`src/rtl/fetch_decode_controller.sv`:
```
// Fetch sequencer: memory req/ack, 2-entry prefetch queue,
// and decoder enable/valid generation with stall and redirect.
module fetch_decode_controller #(
  parameter logic [31:0] RESET_PC = 32'h0000_0000
) (
  input  logic        clk,
  input  logic        rst,
  output logic        mem_req,
  output logic [31:0] mem_addr,
  input  logic        mem_ack,
  input  logic [31:0] mem_rdata,
  input  logic        stall,
  input  logic        redirect,
  input  logic [31:0] redirect_pc,
  output logic [31:0] instruction,
  output logic [31:0] pc_out,
  output logic        decode_enable,
  output logic        decode_valid
);

  typedef enum logic [1:0] {
    IDLE,
    REQ,
    WAIT_SPACE
  } state_t;

  state_t      state;
  state_t      state_nx;
  logic [31:0] fetch_pc;
  logic [31:0] drop_pc;
  logic        drop;
  logic [1:0]  count;
  logic [1:0]  count_nx;
  logic [1:0]  wr_pos;
  logic [31:0] q_instr [2];
  logic [31:0] q_pc    [2];
  logic [31:0] tgt_pc;
  logic        in_req;
  logic        push;
  logic        pop;

  assign tgt_pc = redirect_pc & ~32'h3;
  assign in_req = (state == REQ);
  assign push   = in_req & mem_ack & ~drop & ~redirect;
  assign pop    = (count != 2'd0) & ~stall & ~redirect;
  assign wr_pos = count - {1'b0, pop};

  assign count_nx = redirect ? 2'd0
                  : count + {1'b0, push} - {1'b0, pop};

  // While a dropped request is pending the old address must stay on the bus
  assign mem_req  = in_req;
  assign mem_addr = drop ? drop_pc : fetch_pc;

  always_comb begin
    state_nx = state;
    unique case (state)
      IDLE: state_nx = REQ;
      REQ: begin
        if (mem_ack)
          state_nx = (count_nx < 2'd2) ? REQ : WAIT_SPACE;
      end
      WAIT_SPACE: begin
        if (count_nx < 2'd2)
          state_nx = REQ;
      end
      default: state_nx = IDLE;
    endcase
  end

  always_ff @(posedge clk or posedge rst) begin
    if (rst) begin
      state    <= IDLE;
      fetch_pc <= RESET_PC;
      drop_pc  <= RESET_PC;
      drop     <= 1'b0;
      count    <= 2'd0;
    end else begin
      state <= state_nx;
      count <= count_nx;
      if (redirect)
        fetch_pc <= tgt_pc;
      else if (push)
        fetch_pc <= fetch_pc + 32'd4;
      if (in_req) begin
        if (mem_ack)
          drop <= 1'b0;
        else if (redirect)
          drop <= 1'b1;
      end
      if (in_req & ~mem_ack & redirect & ~drop)
        drop_pc <= fetch_pc;
    end
  end

  // Head lives in slot 0; a pop shifts, a push lands behind the survivors
  always_ff @(posedge clk or posedge rst) begin
    if (rst) begin
      q_instr[0] <= 32'h0;
      q_instr[1] <= 32'h0;
      q_pc[0]    <= 32'h0;
      q_pc[1]    <= 32'h0;
    end else begin
      if (pop) begin
        q_instr[0] <= q_instr[1];
        q_pc[0]    <= q_pc[1];
      end
      if (push) begin
        q_instr[wr_pos[0]] <= mem_rdata;
        q_pc[wr_pos[0]]    <= mem_addr;
      end
    end
  end

  always_ff @(posedge clk or posedge rst) begin
    if (rst) begin
      instruction   <= 32'h0;
      pc_out        <= 32'h0;
      decode_enable <= 1'b0;
      decode_valid  <= 1'b0;
    end else begin
      decode_enable <= pop;
      decode_valid  <= decode_enable & ~redirect;
      if (pop) begin
        instruction <= q_instr[0];
        pc_out      <= q_pc[0];
      end
    end
  end

endmodule
```
`config.mk`:
```
export PLATFORM = sky130hd
export DESIGN_NAME = fetch_decode_controller
export DESIGN_NICKNAME = d
export VERILOG_FILES = /design/src/rtl/fetch_decode_controller.sv
export SDC_FILE = /design/constraint.sdc
export NUM_CORES = 1
export LEC_CHECK = 0
export ABC_AREA = 1
export CAP_MARGIN = 20
export CORE_MARGIN = 4
export CORE_UTILIZATION = 45
export DETAILED_ROUTE_END_ITERATION = 7
export HOLD_SLACK_MARGIN = 0.1
export PLACE_DENSITY_LB_ADDON = 0.12
export SLEW_MARGIN = 40
export SYNTH_ARGS = -nofsm -noshare
export SYNTH_HDL_FRONTEND = slang
export SYNTH_SLANG_ARGS = --single-unit
```
`constraint.sdc`:
```
create_clock -name clk -period 10.6 [get_ports clk]
set_input_delay 2.12 -clock clk [delete_from_list [all_inputs] [get_ports clk]]
set_output_delay 2.12 -clock clk [all_outputs]
set_load 0.1 [all_outputs]
```
# Word level (Yosys, flattened, before mapping)
# Index checks and enable logic that the tools add are counted.
# op_classes
eq_ne	4
add_sub_neg	4
magnitude_cmp	3
mux	18
bitwise_logic	14
n_reduce_logical	7
# ops
cell	count
$mux 32	6
$bwmux 64	2
$mux 64	2
$add 32x3->32 const B	1
$demux 32 s1	1
$and 1x1->1	9
$mux 2	4
$pmux 2 s3	1
$reduce_bool 2->1	3
$ne 2x2->1 const B	2
$not 1->1	4
$reduce_and 2->1	2
$add 2x1->2	1
$eq 2x1->1 const B	1
$eq 2x2->1 const B	1
$ge 2x2->1 const B	1
$logic_not 2->1	1
$lt 2x1->1 const B	1
$lt 2x2->1 const B	1
$mux 1	2
$not 1->2	1
$sub 2x1->2	1
$logic_and 1x1->1	1
$sub 1x1->1	1
# word_totals
word_cells	63
ff_bits	263

# Longest topological paths before layout
# Gate-level depths: netlist (run 1).
# logic_depth
depth_word	11
depth_mapped	15

# Worst setup path after synthesis (run 1)
# OpenSTA, ideal clock, no wires.
# synth_path
kind	register to output
start	register drop
end	output mem_addr[10]
t_arrival_ns	2.834
stages_incl_launch_ff	4
n_path_buf	2
setup_slack_ns	5.646
path_cell_list	dfrtp_1 buf_2 clkbuf_1 o21ai_0
# synth_via
elab_chain_len	1
# synth_lines
item	line	rtl
start, declared	31	logic drop;
start signal, assigned	76	drop <= 1'b0;
start signal, assigned	87	drop <= 1'b0;
start signal, assigned	89	drop <= 1'b1;
$mux 32	53	assign mem_addr = drop ? drop_pc : fetch_pc;
end, declared	9	output logic [31:0] mem_addr,
# No other way between the ends.

# Final worst setup path (run 1)
# layout_path
start	input redirect
end	register q_pc[56] in the netlist's numbering
# layout_via
elab_chain_len	10
# layout_lines
item	line	rtl
start, declared	13	input logic redirect,
$not 1->1 *	44, 45	
$and 1x1->1	45	assign pop = (count != 2'd0) & ~stall & ~redirect;
$sub 1x1->1	46	assign wr_pos = count - {1'b0, pop};
$not 1->2 (implied by the code)	110	q_pc[wr_pos[0]] <= mem_addr;
$ge 2x2->1 (implied by the code) or $lt 2x1->1 (tied branches)	110	
$logic_and 1x1->1 (implied by the code)	110	
$mux 32 (implied by the code)	110	
$demux 32 s1	110	
$bwmux 64	110	
$mux 64 *	108	if (push) begin
end signal, assigned by index	110	
end, declared	36	logic [31:0] q_pc [2];
# Mark *: on every way between the ends. The rest lies on a longest branch, timed or not.
# A chain may end at the register's enable or synchronous reset.

==> run metrics, run 1 <==
status=completed; Slew Viols, Final=0; clock root buffer=clkbuf_16; worst vdd ir=0.000196 V; number of I/O pins=168; Max FO, Critical Path=67; CP required=11.05 ns; unrepaired setup endpoints after global routing=false; TritonCTS clock tree=yes; reg2reg start=drop; Critical Setup Path Class=in -> reg; Seq/Total Area, Yosys=0.551; number of global-route vias before repair=8,833; Synth-to-Final Area Change=20.1%; Yosys reg bits=257; Synth Area in Adders=0.00322; Synth Area in Simple Gates=0.203; total track usage=0.191; initial core utilization=0.461; hold path startpoint=q_instr[61]; Netlist cell types=35; syn_area_per_cell=8.01 µm²; DIE AREA=28,600 µm²; r2r endpoint=q_pc[56]; leading cell type in the layout, fill and taps excluded=nand2_1; type of origin of the critical path=input port; DR pass1 iterations=5; die width=169 µm; mux share of post-synthesis cell area=0; Tot Pwr=4.85 mW; commonest cells after routing, fill and taps aside=466 x nand2_1, 257 x dfrtp_1, 225 x o21ai_0, 175 x inv_1, 97 x buf_2; hold path cells=2; clock latency on the worst-skew pair=0.53 ns; CTS buffer count=29; CTS Hold Bufs=0; period utilization=0.445; Post-DP HPWL=17,600 µm; Max Freq=212 MHz; largest family of logic cells by synthesized area=simple AND/OR/NAND/NOR gates; Post-CTS Setup Inserts=0; initial antenna violation count=0; Num Clock Sinks=257; leak pwr=7.01 nW; CP Capture Type=flop; Rows=58; hold endpoint=instruction[29]; fin util=0.554; die height=169 µm; YS warnings=0; Routed Antenna Nets=0; setup ws final=5.88 ns; Cell Area, Synth=11,700 µm²; Fin. Hold Viols=0; DR WL/cell=14.1 µm; worst-case reg-to-reg path depth=10; largest net degree at the start of global routing=135; Worst Path Arrival=5.17 ns; share of cells above drive strength 1=0.112; global-route wire length before repair=45,700 µm; htree depth=1; Core Region=25,300 µm²; ant diodes=0; routed vias/inst=4.86; # Max-Cap Violations=0; WL final=27,200 µm; Mapped Cells=1,457; final setup TNS=0 ns; clock slew seen by the registers of the worst setup and hold paths=0.06 ns; number of port buffers=163; flop2flop setup slack=7.51 ns; Clock Skews=0.00835 ns; DR iter-0 viols=834; setup slack at placement=5.31 ns; DRC viols=0; Overflow after GRT=0; Synth Area in Compound Gates=0.151; CTS Buffer Depth=3; worst min path class=reg -> reg; post-CTS sizing=0; via count=9,394; pwr dens=346 nW/µm²; xor/xnor share of the synthesized area=0.000750; max_slew headroom=0.474; crit path time final=4.72 ns; Routability Congestion=0.908; final setup violating endpoints=0; Total Nets Final=1,654; Worst-Margin Slew=0.788 ns
through the flow:
stage / instance area, µm² / hold slack (ns) / std cells
after floorplan: 11700 / 0.442 / 1458
after global placement: 13400 / 0.451 / 1881
after detailed placement: 13000 / 0.454 / 1881
after CTS: 14000 / 0.472 / 1934
after global routing: 14000 / 0.496 / 1934
final: 14000 / 0.464 / 1934
state kept, by name (all words and copies together), names as in the netlist:
signal / cells
drop_pc: 30
decode_enable: 1
q_instr: 64
fetch_pc: 30
pc_out: 32
q_pc: 62
decode_valid: 1
state: 2
instruction: 32
count: 2
drop: 1
synthesized netlist by cell type:
library cell / number / area (µm²)
nand4_1: 5 / 31.3
a31oi_1: 3 / 18.8
nand3_1: 41 / 205
inv_1: 176 / 661
buf_4: 3 / 22.5
dfrtp_1: 257 / 6430
nand2_2: 1 / 6.26
a22oi_1: 1 / 7.51
buf_6: 8 / 90.1
nor2_8: 1 / 20.0
conb_1: 1 / 3.75
and3_1: 1 / 6.26
o21ai_0: 225 / 1130
inv_2: 4 / 15.0
xnor2_1: 1 / 8.76
o31ai_1: 1 / 7.51
nor2_4: 2 / 22.5
o22ai_1: 1 / 6.26
buf_1: 3 / 11.3
nand3_4: 1 / 17.5
o21ai_1: 78 / 390
nand2_1: 466 / 1750
a21boi_0: 1 / 7.51
ha_1: 3 / 37.5
buf_2: 12 / 60.1
o21a_1: 1 / 7.51
a32oi_1: 1 / 8.76
a211oi_1: 2 / 15.0
nor2_1: 74 / 278
nor2_2: 1 / 6.26
a21oi_1: 12 / 60.1
clkbuf_1: 52 / 195
nand3b_1: 1 / 7.51
o21ai_2: 12 / 105
nor3_1: 5 / 25.0
report_power, final:
| group | leakage [nW] | switching, mW | total, mW | internal (mW) |
|---|---|---|---|---|
| clock | 0.520 | 0.388 | 1.06 | 0.669 |
| sequential | 3.26 | 0.203 | 1.60 | 1.40 |
| combinational | 3.23 | 1.78 | 2.20 | 0.417 |
logic make-up after synthesis:
logic type / after synthesis
other: 1
adders and majority gates: 3
AOI/OAI and AO/OA: 338
DFF: 257
buffers and inverters: 258
xor gates and xnor gates: 1
and+or+nand+nor: 599
layer usage:
layer / up-vias / global-route usage / part of all wire
li1: 4850 / - / -
met1: 4285 / 0.288 / 0.49
met2: 225 / 0.297 / 0.44
met3: 34 / 0.0273 / 0.052
met4: 0 / 0.0434 / 0.016
met5: - / 0 / 0
area by class of cell:
cell class / instances / area, µm²
Fill cell: 2430 / 11300
Multi-Input combinational cell: 943 / 4210
Tap cell: 330 / 413
Inverter: 180 / 693
Clock buffer: 46 / 930
Clock inverter: 7 / 110
Sequential cell: 257 / 6430
Timing Repair Buffer: 171 / 1230
critical path, stage by stage:
cell and delay (ns):
clkdlybuf4s50_1 0.39, buf_4 0.26, nor2_2 0.24, o21ai_4 0.19
inv_4 0.24, nand2_1 0.09, o21ai_2 0.12, nor2_4 0.09
inv_4 0.54, buf_4 0.61, nand2_1 0.11, o21ai_1 0.10
how the worst max path moves through the flow:
stage | startpoint | endpoint | cells past startpoint
6_report | redirect | q_pc[56] | 12
3_3_place_gp | redirect | q_instr[39] | 12
2_1_floorplan | rst | count[0] | 1
4_1_cts | redirect | q_pc[56] | 12
3_5_place_dp | redirect | q_pc[56] | 12
5_1_grt | redirect | q_pc[61] | 12
No activity file was read; power rests on OpenSTA's default activity.
==> run 2, diff against run 1 <==
==> constraint.sdc (replaced) <==
create_clock -name clk -period 4.9 [get_ports clk]
set_input_delay 0.98 -clock clk [delete_from_list [all_inputs] [get_ports clk]]
set_output_delay 0.98 -clock clk [all_outputs]
set_load 0.1 [all_outputs]
==> run metrics, run 2 (synthesis gave the netlist of run 1 again) <==
largest reg by FF count=q_instr; Num Clock Sinks=257; Critical Setup Path Class=reg -> out; max reg flops=64; switching share of power=0.490; CTS Hold Bufs=0; DIE AREA=28,600 µm²; number of I/O pins=168; Finished Layout Cells=1,934; Post-DP HPWL=18,200 µm; routed vias/inst=4.83; sequential share of power=0.331; placed cell count=1,885; largest net degree at the start of global routing=104; setup ws final=1.39 ns; final setup violating endpoints=0; Rows=58; FILL cells=2,386; TritonCTS clock tree=yes; share of cells above drive strength 1=0.110; die width=169 µm; die height=169 µm; Synth-to-Final Area Change=20.6%; DRC viols=0; initial core utilization=0.461; Routability Congestion=0.891; leak pwr=7.01 nW; ant diodes=0; Tot Pwr=10.5 mW; Worst Path Arrival=2.53 ns; Total Nets Final=1,657; global-route wire length before repair=46,000 µm; WL final=27,400 µm; worst vdd ir=0.000439 V; clock slew seen by the registers of the worst setup and hold paths=0.06 ns; post-CTS sizing=0; # Max-Cap Violations=0; period utilization=0.717; worst min path class=reg -> reg; Core Region=25,300 µm²; CP required=3.92 ns; initial antenna violation count=0; type of origin of the critical path=flop; Overflow after GRT=0; setup slack at placement=1.24 ns; commonest cells after routing, fill and taps aside=466 x nand2_1, 257 x dfrtp_1, 225 x o21ai_0, 175 x inv_1, 78 x o21ai_1; CTS Buffer Depth=3; status=completed; Clock Skews=0.0127 ns; leading cell type in the layout, fill and taps excluded=nand2_1; htree depth=1; clock latency on the worst-skew pair=0.54 ns; Routed Antenna Nets=0; Slew Viols, Final=0; cell-internal power=5.33 mW; switching pwr=5.13 mW; max_slew headroom=0.474; via count=9,338; DR pass1 iterations=7; Post-CTS Setup Inserts=0; CTS buffer count=28; Comb pwr share=0.460; Fin. Hold Viols=0; footprint of the multi-input gates=4210 µm²; Max FO, Critical Path=40; Largest regs=q_instr: 64 flops, q_pc: 62 flops; CP Capture Type=output pin; total track usage=0.192; DR iter-0 viols=829; Storage cell area=6430 µm²; Max Freq=285 MHz; unrepaired setup endpoints after global routing=false; Clk pwr share=0.209; number of port buffers=163; DR WL/cell=14.2 µm; number of global-route vias before repair=8,769; pwr dens=743 nW/µm²; Worst-Margin Slew=0.789 ns; crit path time final=3.51 ns; clock root buffer=clkbuf_16; final setup TNS=0 ns
-- run 2: cell count changes in the layout (fill, tap and decap cells not counted), sizes merged --
cell	delta
clkinvlp	+1
inv	-2
clkbuf	-3
buf	+4
-- run 2: path summary, 6_finish.rpt --
kind                             start         endpoint  slack, ns  cells past startpoint
setup reg to reg                  drop     fetch_pc[15]       2.12                      7
hold / removal             q_instr[57]  instruction[25]       0.47                      2
hold reg to reg            q_instr[57]  instruction[25]       0.47                      2
setup / recovery                  drop     mem_addr[16]       1.39                      4
max in group asynchronous          rst       drop_pc[7]       3.17                      4
min in group asynchronous          rst   instruction[2]       0.91                      3
-- run 2: stage by stage --
stage | util | hold WS [ns] | area (µm²)
after floorplan | - | 0.442 | 11700
final | 0.556 | 0.469 | 14100
after detailed placement | 0.518 | 0.457 | 13100
after global placement | 0.529 | 0.449 | 13400
after CTS | 0.556 | 0.471 | 14100
after global routing | 0.556 | 0.487 | 14100
-- run 2: final cells by class --
| type | count | area share |
|---|---|---|
| well taps | 330 | 0.0293 |
| multi-input cells | 943 | 0.299 |
| repair buffers | 175 | 0.0975 |
| flip-flops and latches | 257 | 0.457 |
| inverters | 180 | 0.0485 |
| clock inverters | 6 | 0.00747 |
| clock buffers | 43 | 0.0610 |
-- run 2: critical path, cell delays in order, from the launching register on --
cell and delay (ns):
dfrtp_1 0.80, buf_4 0.45, nand2_1 0.09, o21ai_0 0.24, buf_4 0.40
-- run 2: power by group through the flow --
| stage | logic (mW) | registers, mW | clock network [mW] |
|---|---|---|---|
| 2_1_floorplan | 2.25 | 5.17 | 0 |
| 3_3_place_gp | 5.01 | 3.48 | 0 |
| 3_5_place_dp | 4.84 | 3.50 | 0 |
| 4_1_cts | 4.85 | 3.47 | 2.24 |
| 5_1_grt | 5.21 | 3.59 | 2.35 |
| 6_report | 4.81 | 3.47 | 2.18 |
-- run 2: per-layer routing --
layer / share of wire / wire, µm / up-vias / track usage
li1: - / - / 4854 / -
met5: 0 / 0 / - / 0
met1: 0.48 / 13200 / 4232 / 0.289
met3: 0.057 / 1580 / 34 / 0.0313
met2: 0.45 / 12200 / 218 / 0.299
met4: 0.015 / 412 / 0 / 0.0371
==> run 3, diff against run 2 <==
==> constraint.sdc (replaced) <==
create_clock -name clk -period 3 [get_ports clk]
set_input_delay 0.6 -clock clk [delete_from_list [all_inputs] [get_ports clk]]
set_output_delay 0.6 -clock clk [all_outputs]
set_load 0.1 [all_outputs]
==> run metrics, run 3 (synthesis gave the netlist of run 1 again) <==
slowest CP cell=buf_4; Crit path depth=4; Max Freq=380 MHz; die height=169 µm; fin area=14,700 µm²; CTS Buffer Depth=3; Routability Congestion=0.898; CP Capture Type=output pin; initial antenna violation count=0; share of cells above drive strength 1=0.113; worst min path class=in -> async; Overflow after GRT=0; footprint of the multi-input gates=4210 µm²; Fin. Hold Viols=0; global-route wire length before repair=46,400 µm; clock root buffer=clkbuf_16; Core Region=25,300 µm²; Critical Setup Path Class=reg -> out; DR pass1 iterations=5; type of origin of the critical path=flop; worst path bufs/invs=2; final setup violating endpoints=0; Slew Viols, Final=0; WL final=27,900 µm; clock latency on the worst-skew pair=0.53 ns; Rows=58; leading cell type in the layout, fill and taps excluded=nand2_1; pwr dens=1200 nW/µm²; DIE AREA=28,600 µm²; Post-DP Area=13,800 µm²; DR iter-0 viols=789; largest reg by FF count=q_instr; leak pwr=7.20 nW; Synth-to-Final Area Change=25.9%; worst vdd ir=0.000857 V; number of global-route vias before repair=9,052; Num Clock Sinks=257; unrepaired setup endpoints after global routing=false; Clock Skews=0.0116 ns; via count=9,455; FILL cells=2,355; max_slew headroom=0.522; Tot Pwr=17.6 mW; Worst-Margin Slew=0.716 ns; CP required=2.40 ns; Post-CTS Setup Inserts=0; Worst path top cell family by delay=buffers and inverters; TritonCTS clock tree=yes; CTS Hold Bufs=0; ant diodes=0; number of I/O pins=168; Max FO, Critical Path=62; flop2flop setup slack=0.77 ns; htree depth=1; DR WL/cell=14.3 µm; crit path time final=2.63 ns; CP cell instances=buf_4, nand2_1, o21ai_1, buf_12; total track usage=0.195; period utilization=0.878; CP peak stage delay=0.47 ns; Worst Path Arrival=2.03 ns; Largest regs=q_instr: 64 flops, q_pc: 62 flops; Post-DP HPWL=18,800 µm; largest net degree at the start of global routing=130; die width=169 µm; number of port buffers=163; fin util=0.580; clock slew seen by the registers of the worst setup and hold paths=0.06 ns; # Max-Cap Violations=0; post-CTS sizing=0; Routed Antenna Nets=0; Storage cell area=6430 µm²; max reg flops=64; DRC viols=0; CTS buffer count=28; routed vias/inst=4.86; worst-case reg-to-reg path depth=14; status=completed; commonest cells after routing, fill and taps aside=466 x nand2_1, 256 x dfrtp_1, 195 x o21ai_0, 175 x inv_1, 108 x o21ai_1; Total Nets Final=1,670; initial core utilization=0.461
==> run 3: path summary, 6_finish.rpt <==
kind,startpoint,endpoint
worst max-delay path,drop,mem_addr[17]
worst min-delay path,rst,q_instr[37]
worst max register to register,state[1],state[0]
worst min register to register,q_instr[56],instruction[24]
max in group asynchronous,rst,instruction[24]
min in group clk,q_instr[56],instruction[24]
==> run 3: through the flow <==
stage	hold slack, ns	std cells	setup slack (ns)	TNS [ns]
global placement	0.451	1898	0.183	0
global route	0.467	1946	0.226	0
detailed placement	0.455	1898	0.179	0
finish	0.454	1946	0.366	0
floorplan	0.442	1458	-0.986	-253.30
CTS	0.449	1946	0.327	0
==> run 3: final cells by class <==
type | instances | area share
Tap cell | 330 | 0.0281
Clock inverter | 3 | 0.00273
Inverter | 180 | 0.0465
Clock buffer | 45 | 0.0562
Multi-Input combinational cell | 943 | 0.286
Timing Repair Buffer | 188 | 0.142
Sequential cell | 257 | 0.438
==> run 3: worst register-to-register path: cells and delay by family, from the launching register on <==
kind / cells / cell delay [ns]
buf+inv: 4 / 0.34
flops: 1 / 0.42
fa+ha+maj: 2 / 0.42
simple gates: 8 / 0.95
==> run 3: report_power, final <==
part / switching, mW / internal (mW) / leakage, nW / total (mW)
Sequential: 0.748 / 4.93 / 3.26 / 5.68
Combinational: 6.42 / 2.26 / 3.52 / 8.68
Clock: 1.32 / 1.95 / 0.422 / 3.27
Total: 8.49 / 9.14 / 7.20 / 17.6
==> run 3: per-layer routing <==
metal | vias to the layer above | share of wire | global-route usage
li1 | 4873 | - | -
met1 | 4320 | 0.48 | 0.288
met2 | 226 | 0.45 | 0.312
met3 | 36 | 0.050 | 0.0257
met4 | 0 | 0.018 | 0.0427
met5 | - | 0 | 0
